File: config.mk
export PLATFORM = sky130hd
export DESIGN_NAME = fifo_rd_stream
export DESIGN_NICKNAME = d
export VERILOG_FILES = /design/src/rtl/fifo_rd_stream.sv
export SDC_FILE = /design/constraint.sdc
export NUM_CORES = 1
export LEC_CHECK = 0
export BUFFER_PORTS_ARGS = -buffer_cell sky130_fd_sc_hd__buf_4
export CAP_MARGIN = 5
export CELL_PAD_IN_SITES_DETAIL_PLACEMENT = 1
export CELL_PAD_IN_SITES_GLOBAL_PLACEMENT = 1
export CORE_UTILIZATION = 35
export CTS_CLUSTER_DIAMETER = 60
export DETAILED_ROUTE_END_ITERATION = 8
export PLACE_DENSITY_LB_ADDON = 0.05
export SLEW_MARGIN = 40
export SYNTH_ARGS = -nofsm -noshare
export SYNTH_HDL_FRONTEND = slang
export SYNTH_SLANG_ARGS = --single-unit
File: constraint.sdc
create_clock -name rd_clk -period 2.43 [get_ports rd_clk]
set_input_delay 0.486 -clock rd_clk [delete_from_list [all_inputs] [get_ports rd_clk]]
set_output_delay 0.486 -clock rd_clk [all_outputs]
set_load 0.005 [all_outputs]
File: src/rtl/fifo_rd_stream.sv
// Read-side consumer for an async FIFO: issues rd_en, absorbs the 1-cycle read latency,
// and presents a 2-entry buffered valid/ready stream with per-frame out_last.
module fifo_rd_stream #(
  parameter int width     = 8,
  parameter int frame_len = 16
) (
  input  logic             rd_clk,
  input  logic             rest,
  input  logic             en,
  input  logic             empty,
  output logic             rd_en,
  input  logic [width-1:0] rd_data,
  input  logic             data_out_vld,
  output logic             out_valid,
  input  logic             out_ready,
  output logic [width-1:0] out_data,
  output logic             out_last,
  output logic             err_unexp
);

  localparam int bw = (frame_len > 1) ? $clog2(frame_len) : 1;
  localparam logic [bw-1:0] last_beat = bw'(frame_len - 1);

  logic [width-1:0] mem [2];
  logic             wr_ptr;
  logic             rd_ptr;
  logic             inflight;
  logic [1:0]       cnt;
  logic [bw-1:0]    beat_cnt;
  logic             pop;
  logic             push;
  logic [2:0]       occ_after;

  assign pop  = out_valid & out_ready;
  assign push = data_out_vld & inflight;

  // Occupancy once this cycle's pop leaves, counting the word already in flight.
  assign occ_after = {1'b0, cnt} + {2'b00, inflight} - {2'b00, pop};
  assign rd_en     = ~rest & en & ~empty & (occ_after < 3'd2);

  assign out_valid = (cnt != 2'd0);
  assign out_data  = mem[rd_ptr];
  assign out_last  = out_valid & (beat_cnt == last_beat);

  always_ff @(posedge rd_clk or posedge rest) begin
    if (rest) begin
      mem[0]    <= '0;
      mem[1]    <= '0;
      wr_ptr    <= 1'b0;
      rd_ptr    <= 1'b0;
      inflight  <= 1'b0;
      cnt       <= 2'd0;
      beat_cnt  <= '0;
      err_unexp <= 1'b0;
    end else begin
      inflight <= rd_en;
      if (push) begin
        mem[wr_ptr] <= rd_data;
        wr_ptr      <= ~wr_ptr;
      end
      // A stray valid with nothing requested is dropped, never buffered.
      if (data_out_vld && !inflight) begin
        err_unexp <= 1'b1;
      end
      if (pop) begin
        rd_ptr   <= ~rd_ptr;
        beat_cnt <= (beat_cnt == last_beat) ? '0 : beat_cnt + bw'(1);
      end
      case ({push, pop})
        2'b10:   cnt <= cnt + 2'd1;
        2'b01:   cnt <= cnt - 2'd1;
        default: cnt <= cnt;
      endcase
    end
  end

endmodule

# --- Yosys cells after proc, flatten, opt, wreduce, memory -nomap -nowiden ---
# Index checks and enable logic that the tools add are counted.
totals:
  register_bits: 26
  in_bits: 14
  out_inout_bits: 12
  word_cells: 45
classes:
  addsub: 5
  magnitude_cmp: 4
  n_eq_ne: 3
  mux: 8
  bitwise: 12
  reduce_logical: 5
ops:
  columns: ["cell", "n"]
  rows:
  - ["8-bit two-way mux", 4]
  - ["16-bit bitwise mux", 1]
  - ["8-bit demux with 1-bit select", 1]
  - ["1-bit AND", 6]
  - ["4-bit by 1-bit adder with 4-bit output (second input constant)", 1]
  - ["4-bit == test (second input constant)", 1]
  - ["2-bit greater-or-equal comparator (second input constant)", 2]
  - ["4-bit two-way mux", 1]
  - ["1-bit inverter", 4]
  - ["1-bit inverter with 2-bit output", 2]
  - ["2-bit case mux with 2 select lines", 1]
  - ["2-bit nonzero test", 2]
  - ["2-bit by 1-bit adder with 3-bit output", 1]
  - ["3-bit by 2-bit less-than comparator with 1-bit output (second input constant)", 1]
  - ["3-bit by 1-bit subtractor with 3-bit output", 1]
  - ["2-bit by 1-bit adder with 2-bit output (second input constant)", 1]
  - ["2-bit by 1-bit == test with 1-bit output (second input constant)", 1]
  - ["2-bit == test (second input constant)", 1]
  - ["1-bit logical AND", 2]
  - ["2-bit by 1-bit less-than comparator with 1-bit output (second input constant)", 1]
  - ["2-bit by 1-bit subtractor with 2-bit output (second input constant)", 1]
  - ["1-bit zero test", 1]

# --- Depth between registers and ports, before layout ---
# Gate-level depths: netlist of the first run.
depth:
  depth_word: 6
  ltp_mapped: 7
  ltp_nobuf: 6

# --- Worst setup path before layout of the first run ---
# No wires, ideal clock.
synth_timing:
  path_type: "register to output"
  from: "register cnt[1]"
  to: "output port rd_en"
  arrival_ns: 1.856
  t_required_ns: 1.944
  setup_slack_ns: 0.088
  path_stages_with_launch: 8
  n_path_buf: 1
  cell_sequence: "dfrtp_1 clkbuf_1 o21ai_2 nor2_1 o21ai_0 fa_1 nand2_1 nor4_1"
synth_via:
  elab_chain_len: 5
  elab_cells_between_ends: 6
  classes_between: "add/sub: 2; order compare: 1; bitwise: 2; reduce/logical: 1"
synth_rtl:
  columns: ["element", "line", "text"]
  rows:
  - ["from (decl)", "28", "logic [1:0] cnt;"]
  - ["from (signal assigned)", "70", "2'b10: cnt <= cnt + 2'd1;"]
  - ["from (signal assigned)", "71", "2'b01: cnt <= cnt - 2'd1;"]
  - ["from (signal assigned)", "72", "default: cnt <= cnt;"]
  - ["parallel branches: the longest is 2 deep, another holds 2-bit by 1-bit adder with 3-bit output", null, null]
  - ["3-bit by 1-bit subtractor with 3-bit output *", "38", "assign occ_after = {1'b0, cnt} + {2'b00, inflight} - {2'b00, pop};"]
  - ["3-bit by 2-bit less-than comparator with 1-bit output *", "39", "assign rd_en = ~rest & en & ~empty & (occ_after < 3'd2);"]
  - ["1-bit AND *", "39", null]
  - ["to (decl)", "11", "output logic rd_en,"]
# Mark *: on every way between the ends.

# --- Worst setup path in the final report of the first run ---
layout_timing:
  from: "register cnt[0]"
  to: "output port rd_en"
# The elaborated chain is that of the path after synthesis.

==> flow_summary_export.csv, run 1 <==
group,metric,value,unit
sta,setup_viol,1,
sta,finalMaxSlewViolations,0,
placed_design,dpl.hpwl,1.72,mm
yosys,synth_ff_type,"dfrtp_1",
setup_path,endpoint_kind,"primary output",
placed_design,dpl_cell_area,1500,µm²
setup_path,arrival,2140,ps
placed_design,dp_slack,-68.1,ps
yosys,synth_cell_types,30,
setup_path,cpMostUsedCell,"buf_4",
global_route,overflow,0,
die,rows,21,
die,coreArea,3360,µm²
pwr,p_comb_share,42.6,%
sta,max_slew_margin,63.3,%
run_status,failed_checks,"negative setup slack",
pwr,p_switching,519,µW
sta,max_clock_freq,381,MHz
pwr,p_sw_share,30.2,%
global_route,track_usage,15.1,%
final_layout,layout-drive-gt1-share,55.6,%
yosys,syn_nets,107,
clock_network,cts_buffers,3,
run,cap_violations,0,
final_layout,fin_cells,170,
setup_path,slowest_delay,510,ps
pwr,p_total,1.72,mW
yosys,yosysTopAreaCellShare,52.7,%
yosys,synth_edf_count,0,
setup_path,critPathKind,"flip-flop to primary output",
yosys,synth_top_cell_by_area,"dfrtp_1",
sta,fin_ws,-193,ps
worst_hold_path,hold_path_class,"primary input to asynchronous set/reset pin",
pwr,power.leakage,0.767,nW
yosys,syn-cell-area,1230,µm²
setup_path,critPathRequiredTime,1940,ps
yosys,synth_cells,91,
final_layout,fillers,369,
sta,grt_setup_unrepaired,"yes",
clock_network,cts_tree,"done",
yosys,synth_warnings,0,
sta,hold_viol,0,
sta,finalCritPeriodShare,108,%
detailed_routing,drt_iter0_drc,22,
setup_path,path_cells,"o21ai_2 > nor2_2 > buf_4 > fa_1 > nand2_2 > nor4_4 > buf_4",
sta,skew,2.43,ps
sta,tightest_slew,551,ps
die,io_pins,26,
die,dieArea,3770,µm²
global_route,antenna_found_initial,0,
yosys,synthTopCellsByArea,"dfrtp_1 (53%), mux2_2 (16%), mux2_4 (9.7%)",
pwr,irDropWorstVdd,0.000350,V
placed_design,gp_congestion,0.703,
yosys,async_flop_share,100,%
setup_path,crit_path_start_kind,"flip-flop",
global_route,grt_pass1_wl,4.02,mm
global_route,grt_max_degree,27,
pwr,p_per_area,1090,nW/µm²
setup_path,crit_slowest_cell,"fa_1",
clock_network,clock-sinks,26,
die,initial_core_util,36.7,%
final_layout,fin_nets,141,
clock_network,hold_buffers,0,
detailed_routing,vias_per_cell,4.87,
setup_path,worstPathMaxFanout,4,
global_route,grt_pass1_vias,865,
detailed_routing,first_pass_iters,3,
detailed_routing,wl_per_cell,14.5,µm
pwr,internal-power,1.20,mW
detailed_routing,ant_nets,0,
sta,min_period,2620,ps
yosys,yosysSeqAreaShare,52.7,%
clock_network,clock_latency,320,ps
final_layout,stdcell_area,1580,µm²
final_layout,areaGrowthSynthToFinish,27.6,%
pwr,p_clk_share,12.7,%
placed_design,dp_cells,163,
yosys,avgSynthCellArea,13.6,µm²
yosys,ys_ff_latch,26,
clock_network,clkSlewWorstSetupHoldPaths,140,ps
clock_network,cts_root_buf,"clkbuf_4",
clock_network,cts_max_path_buffers,2,
die,fp.dieW,61.4,µm
final_layout,antenna_cells,0,
clock_network,cts.htree.levels,1,
die,die_h,61.4,µm
run_status,status,"complete, but fails checks",
detailed_routing,routed_wl,2.46,mm
pwr,pwr-share-seq,44.7,%
detailed_routing,vias,828,
sta,whs,232,ps
detailed_routing,route.detailed.drc,0,
placed_design,io_buffer_count,25,
-- power groups by stage --
| stage | clock network (mW) | registers [mW] | logic [mW] |
|---|---|---|---|
| after floorplan | 0 | 0.697 | 0.482 |
| after global placement | 0 | 0.761 | 0.680 |
| after detailed placement | 0 | 0.771 | 0.701 |
| after CTS | 0.225 | 0.765 | 0.711 |
| after global routing | 0.240 | 0.796 | 0.821 |
| final | 0.217 | 0.767 | 0.732 |
-- Yosys cell counts (2+ instances only) --
cell	count
dfrtp_1	26
nand2_1	5
inv_1	2
xnor2_1	4
mux2_2	17
o21ai_0	2
nand3_1	2
clkbuf_1	3
a21o_1	2
mux2_4	8
-- critical path, delay by kind of cell (launching register included) --
family,cells,cell delay [ps]
buffers and inverters,2,290
AO/OA/AOI/OAI,1,180
AND/OR/NAND/NOR,3,370
adder cells (fa/ha/maj),1,510
flip-flops,1,460
-- cell type report --
| type | instances | area (µm²) | share of cell area [%] |
|---|---|---|---|
| clock buffers | 4 | 36.3 | 2.30 |
| inverters | 2 | 7.51 | 0.477 |
| multi-input cells | 59 | 574 | 36.5 |
| flip-flops and latches | 26 | 652 | 41.4 |
| well taps | 46 | 57.6 | 3.65 |
| repair buffers | 33 | 248 | 15.7 |
-- metrics by stage --
stage	util (%)	TNS, ps
after floorplan	-	0
after global placement	44.5	0
after detailed placement	44.5	-68.1
after CTS	45.9	-216
after global routing	46.8	-298
final	46.8	-193
-- path summary, 6_finish.rpt --
kind | startpoint | endpoint | slack (ps) | cells past startpoint
worst max-delay path | cnt[0] | rd_en | -190 | 7
worst min-delay path | rest | cnt[1] | 230 | 3
worst max register to register | cnt[0] | inflight | 680 | 6
worst min register to register | err_unexp | err_unexp | 480 | 1
max in group asynchronous | rest | cnt[0] | 1930 | 3
min in group rd_clk | empty | inflight | 330 | 2
-- placed cells by master (no fill, tap or decap) --
cell	synthesis	routed
a21boi_0	1	1
a21o_1	2	2
a21oi_1	1	1
a311oi_1	1	1
and4_1	1	1
buf_4	0	33
clkbuf_4	0	3
clkbuf_8	0	1
dfrtp_1	26	25
dfrtp_2	0	1
fa_1	1	1
ha_1	1	1
inv_1	2	2
mux2_2	17	17
mux2_4	8	8
nand2_1	5	4
nand2_2	1	2
nand3_1	2	2
nor2_2	0	1
nor2b_1	1	1
nor4_4	0	1
o211a_1	1	1
o211ai_1	1	1
o21ai_0	2	1
o21ai_1	0	1
o21ai_2	1	1
o21bai_1	1	1
o31ai_1	1	1
or2_1	1	1
or2_2	1	1
or3_1	1	1
xnor2_1	4	4
xor2_1	1	1
-- layer usage --
layer,up-vias,share of wire (%),global-route usage [%]
met5,-,0,0
met4,0,1.4,5.71
met3,4,3.3,2.52
met2,15,52,27.3
met1,425,43,17.9
li1,384,-,-
-- what timing repair did --
item,4_1_cts,5_1_grt
cloned,0,0
pin swaps,2,2
setup buffers,1,2
gates resized for setup,1,5
endpoints found under the setup margin,1,1
-- cell families (layout without fill, tap and decap cells) --
group / after synthesis / in the layout / share of synthesized area, %
DFF: 26 / 26 / 52.7
muxes: 25 / 25 / 25.2
and+or+nand+nor: 15 / 15 / 6.38
AOI/OAI and AO/OA: 12 / 12 / 7.09
buffers and inverters: 6 / 39 / 2.43
xor gates and xnor gates: 5 / 5 / 3.55
adders and majority gates: 2 / 2 / 2.63
-- sequential cells by signal, indices dropped and copies added, names as in the netlist --
name and count:
beat_cnt 4, cnt 2, err_unexp 1, inflight 1
mem 16, rd_ptr 1, wr_ptr 1
Note: power is estimated with default switching activity, not from simulation.
==> run 2: changes to the inputs <==
--- a/config.mk
+++ b/config.mk
@@ -9,7 +9,7 @@
 export CAP_MARGIN = 5
 export CELL_PAD_IN_SITES_DETAIL_PLACEMENT = 1
 export CELL_PAD_IN_SITES_GLOBAL_PLACEMENT = 1
-export CORE_UTILIZATION = 35
+export CORE_UTILIZATION = 42
 export CTS_CLUSTER_DIAMETER = 60
 export DETAILED_ROUTE_END_ITERATION = 8
 export PLACE_DENSITY_LB_ADDON = 0.05
==> flow_summary_export.csv, run 2 (synthesized netlist as in run 1, its figures left out) <==
group,metric,value,unit
die,die_h,56.2,µm
final_layout,layout-drive-gt1-share,52.9,%
die,initial_core_util,44.4,%
detailed_routing,wl_per_cell,13.9,µm
setup_path,endpoint_kind,"primary output",
sta,tightest_slew,553,ps
setup_path,rr_startpoint,"cnt[0]",
sta,grt_setup_unrepaired,"yes",
setup_path,critPathKind,"flip-flop to primary output",
worst_hold_path,hold_path_class,"primary input to asynchronous set/reset pin",
sta,min_period,2560,ps
sta,max_clock_freq,391,MHz
clock_network,cts_root_buf,"clkbuf_4",
setup_path,timing.rr.end,"inflight",
run,cap_violations,0,
setup_path,reg2reg_slack,740,ps
detailed_routing,highest_layer,"met4",
placed_design,gp_congestion,0.643,
final_layout,register_area,651,µm²
detailed_routing,drt_iter0_drc,11,
final_layout,largest-register,"mem",
clock_network,postCtsSetupBuffers,0,
clock_network,clock_latency,330,ps
sta,fin_ws,-126,ps
pwr,irDropWorstVdd,0.000663,V
detailed_routing,met1_length,1.07,mm
global_route,grt_pass1_vias,775,
setup_path,crit_path_start_kind,"flip-flop",
global_route,grt_pass1_wl,3.66,mm
setup_path,path_delay_family,"adder cells",
sta,finalCritPeriodShare,105,%
final_layout,most-common-layout-cells,"buf_4 (30), dfrtp_1 (26), mux2_2 (17)",
global_route,grt_max_degree,27,
die,fp.dieW,56.2,µm
sta,setup_viol,1,
clock_network,clock-sinks,26,
clock_network,hold_buffers,0,
pwr,p_total,1.75,mW
detailed_routing,route.detailed.drc,0,
run_status,failed_checks,"negative setup slack",
global_route,overflow,0,
clock_network,cts_buffers,3,
placed_design,io_buffer_count,25,
sta,finalMaxSlewViolations,0,
final_layout,fin_nets,138,
final_layout,antenna_cells,0,
sta,max_slew_margin,63.1,%
final_layout,utilization,55.6,%
detailed_routing,routed_wl,2.12,mm
setup_path,critPathRequiredTime,1940,ps
setup_path,crit_slowest_cell,"fa_1",
setup_path,path_buf_inv,2,
detailed_routing,met3WireLength,93,µm
pwr,p_per_area,1130,nW/µm²
clock_network,clkSlewWorstSetupHoldPaths,140,ps
die,io_pins,26,
die,coreArea,2780,µm²
final_layout,areaGrowthSynthToFinish,25.2,%
placed_design,dp_slack,-19.5,ps
detailed_routing,vias,782,
detailed_routing,vias_per_cell,5.14,
sta,hold_viol,0,
final_layout,top_regs,"mem: 16 flops, beat_cnt: 4 flops, cnt: 2 flops",
setup_path,reg2reg_depth,6,
final_layout,multi_input_area,572,µm²
die,dieArea,3160,µm²
setup_path,path_cells,"o21ai_2 > nor2_1 > buf_4 > fa_1 > nand2_2 > nor4_4 > buf_4",
global_route,track_usage,15.4,%
setup_path,worstPathMaxFanout,4,
pwr,power.leakage,0.761,nW
setup_path,crit_start,"cnt[0]",
final_layout,mostFrequentLayoutCell,"buf_4",
clock_network,cts.htree.levels,1,
sta,skew,10.5,ps
final_layout,fillers,285,
clock_network,cts_max_path_buffers,2,
setup_path,cpMostUsedCell,"buf_4",
final_layout,largest_reg_flops,16,
die,rows,19,
setup_path,arrival,2070,ps
detailed_routing,first_pass_iters,2,
setup_path,slowest_delay,510,ps
detailed_routing,ant_nets,0,
placed_design,dpl.hpwl,1.55,mm
global_route,antenna_found_initial,0,
detailed_routing,met2_length,943,µm
run_status,status,"complete, but fails checks",
clock_network,cts_tree,"done",
-- run 2: changes by cell type in the layout (fill, tap and decap cells not counted) --
cell and change:
buf_4 -3, bufinv_16 +1, clkbuf_8 -1, dfrtp_1 +1
dfrtp_2 -1, nor2_1 +1, nor2_2 -1, o21ai_0 +1
o21ai_1 -1
-- run 2: cell type report --
cell class              count  share of cell area, %
clock buffers               3                   1.46
inverters                   2                  0.485
clock inverters             1                   1.94
flip-flops and latches     26                   42.1
well taps                  31                   2.51
repair buffers             30                   14.6
multi-input cells          59                   37.0
-- run 2: worst max path at each step --
| stage | to | slack, ps | cells after the start |
|---|---|---|---|
| 3_5_place_dp | rd_en | -20 | 8 |
| 5_1_grt | rd_en | -280 | 7 |
| 6_report | rd_en | -130 | 7 |
| 3_3_place_gp | rd_en | 50 | 8 |
| 2_1_floorplan | rd_en | 90 | 7 |
| 4_1_cts | rd_en | -180 | 7 |
-- run 2: layer usage --
layer / GRT usage (%) / up-vias
met3: 5.58 / 2
met1: 22.1 / 373
met2: 22.6 / 19
li1: - / 388
met5: 0 / -
met4: 3.14 / 0
-- run 2: power by group --
part / internal (mW) / switching [mW] / total [mW]
Clock: 0.167 / 0.127 / 0.294
Sequential: 0.613 / 0.148 / 0.761
Combinational: 0.469 / 0.224 / 0.692
Total: 1.25 / 0.499 / 1.75
-- run 2: metrics by stage --
stage / cell area (µm²) / setup TNS, ps / std cells / hold slack (ps)
floorplan: 1230 / 0 / 91 / 451
global placement: 1480 / 0 / 148 / 442
global route: 1550 / -278 / 152 / 223
CTS: 1540 / -184 / 152 / 188
detailed placement: 1480 / -19.5 / 148 / 449
finish: 1550 / -126 / 152 / 208
-- run 2: worst min-delay path: stages --
cell	delay [ps]
buf_4	120
inv_1	40
buf_4	310
-- run 2: what timing repair did --
item | 4_1_cts | 5_1_grt
setup endpoints to repair | 1 | 1
resized for setup | 1 | 2
pin swaps | 0 | 0
hold endpoints to repair | 0 | 0
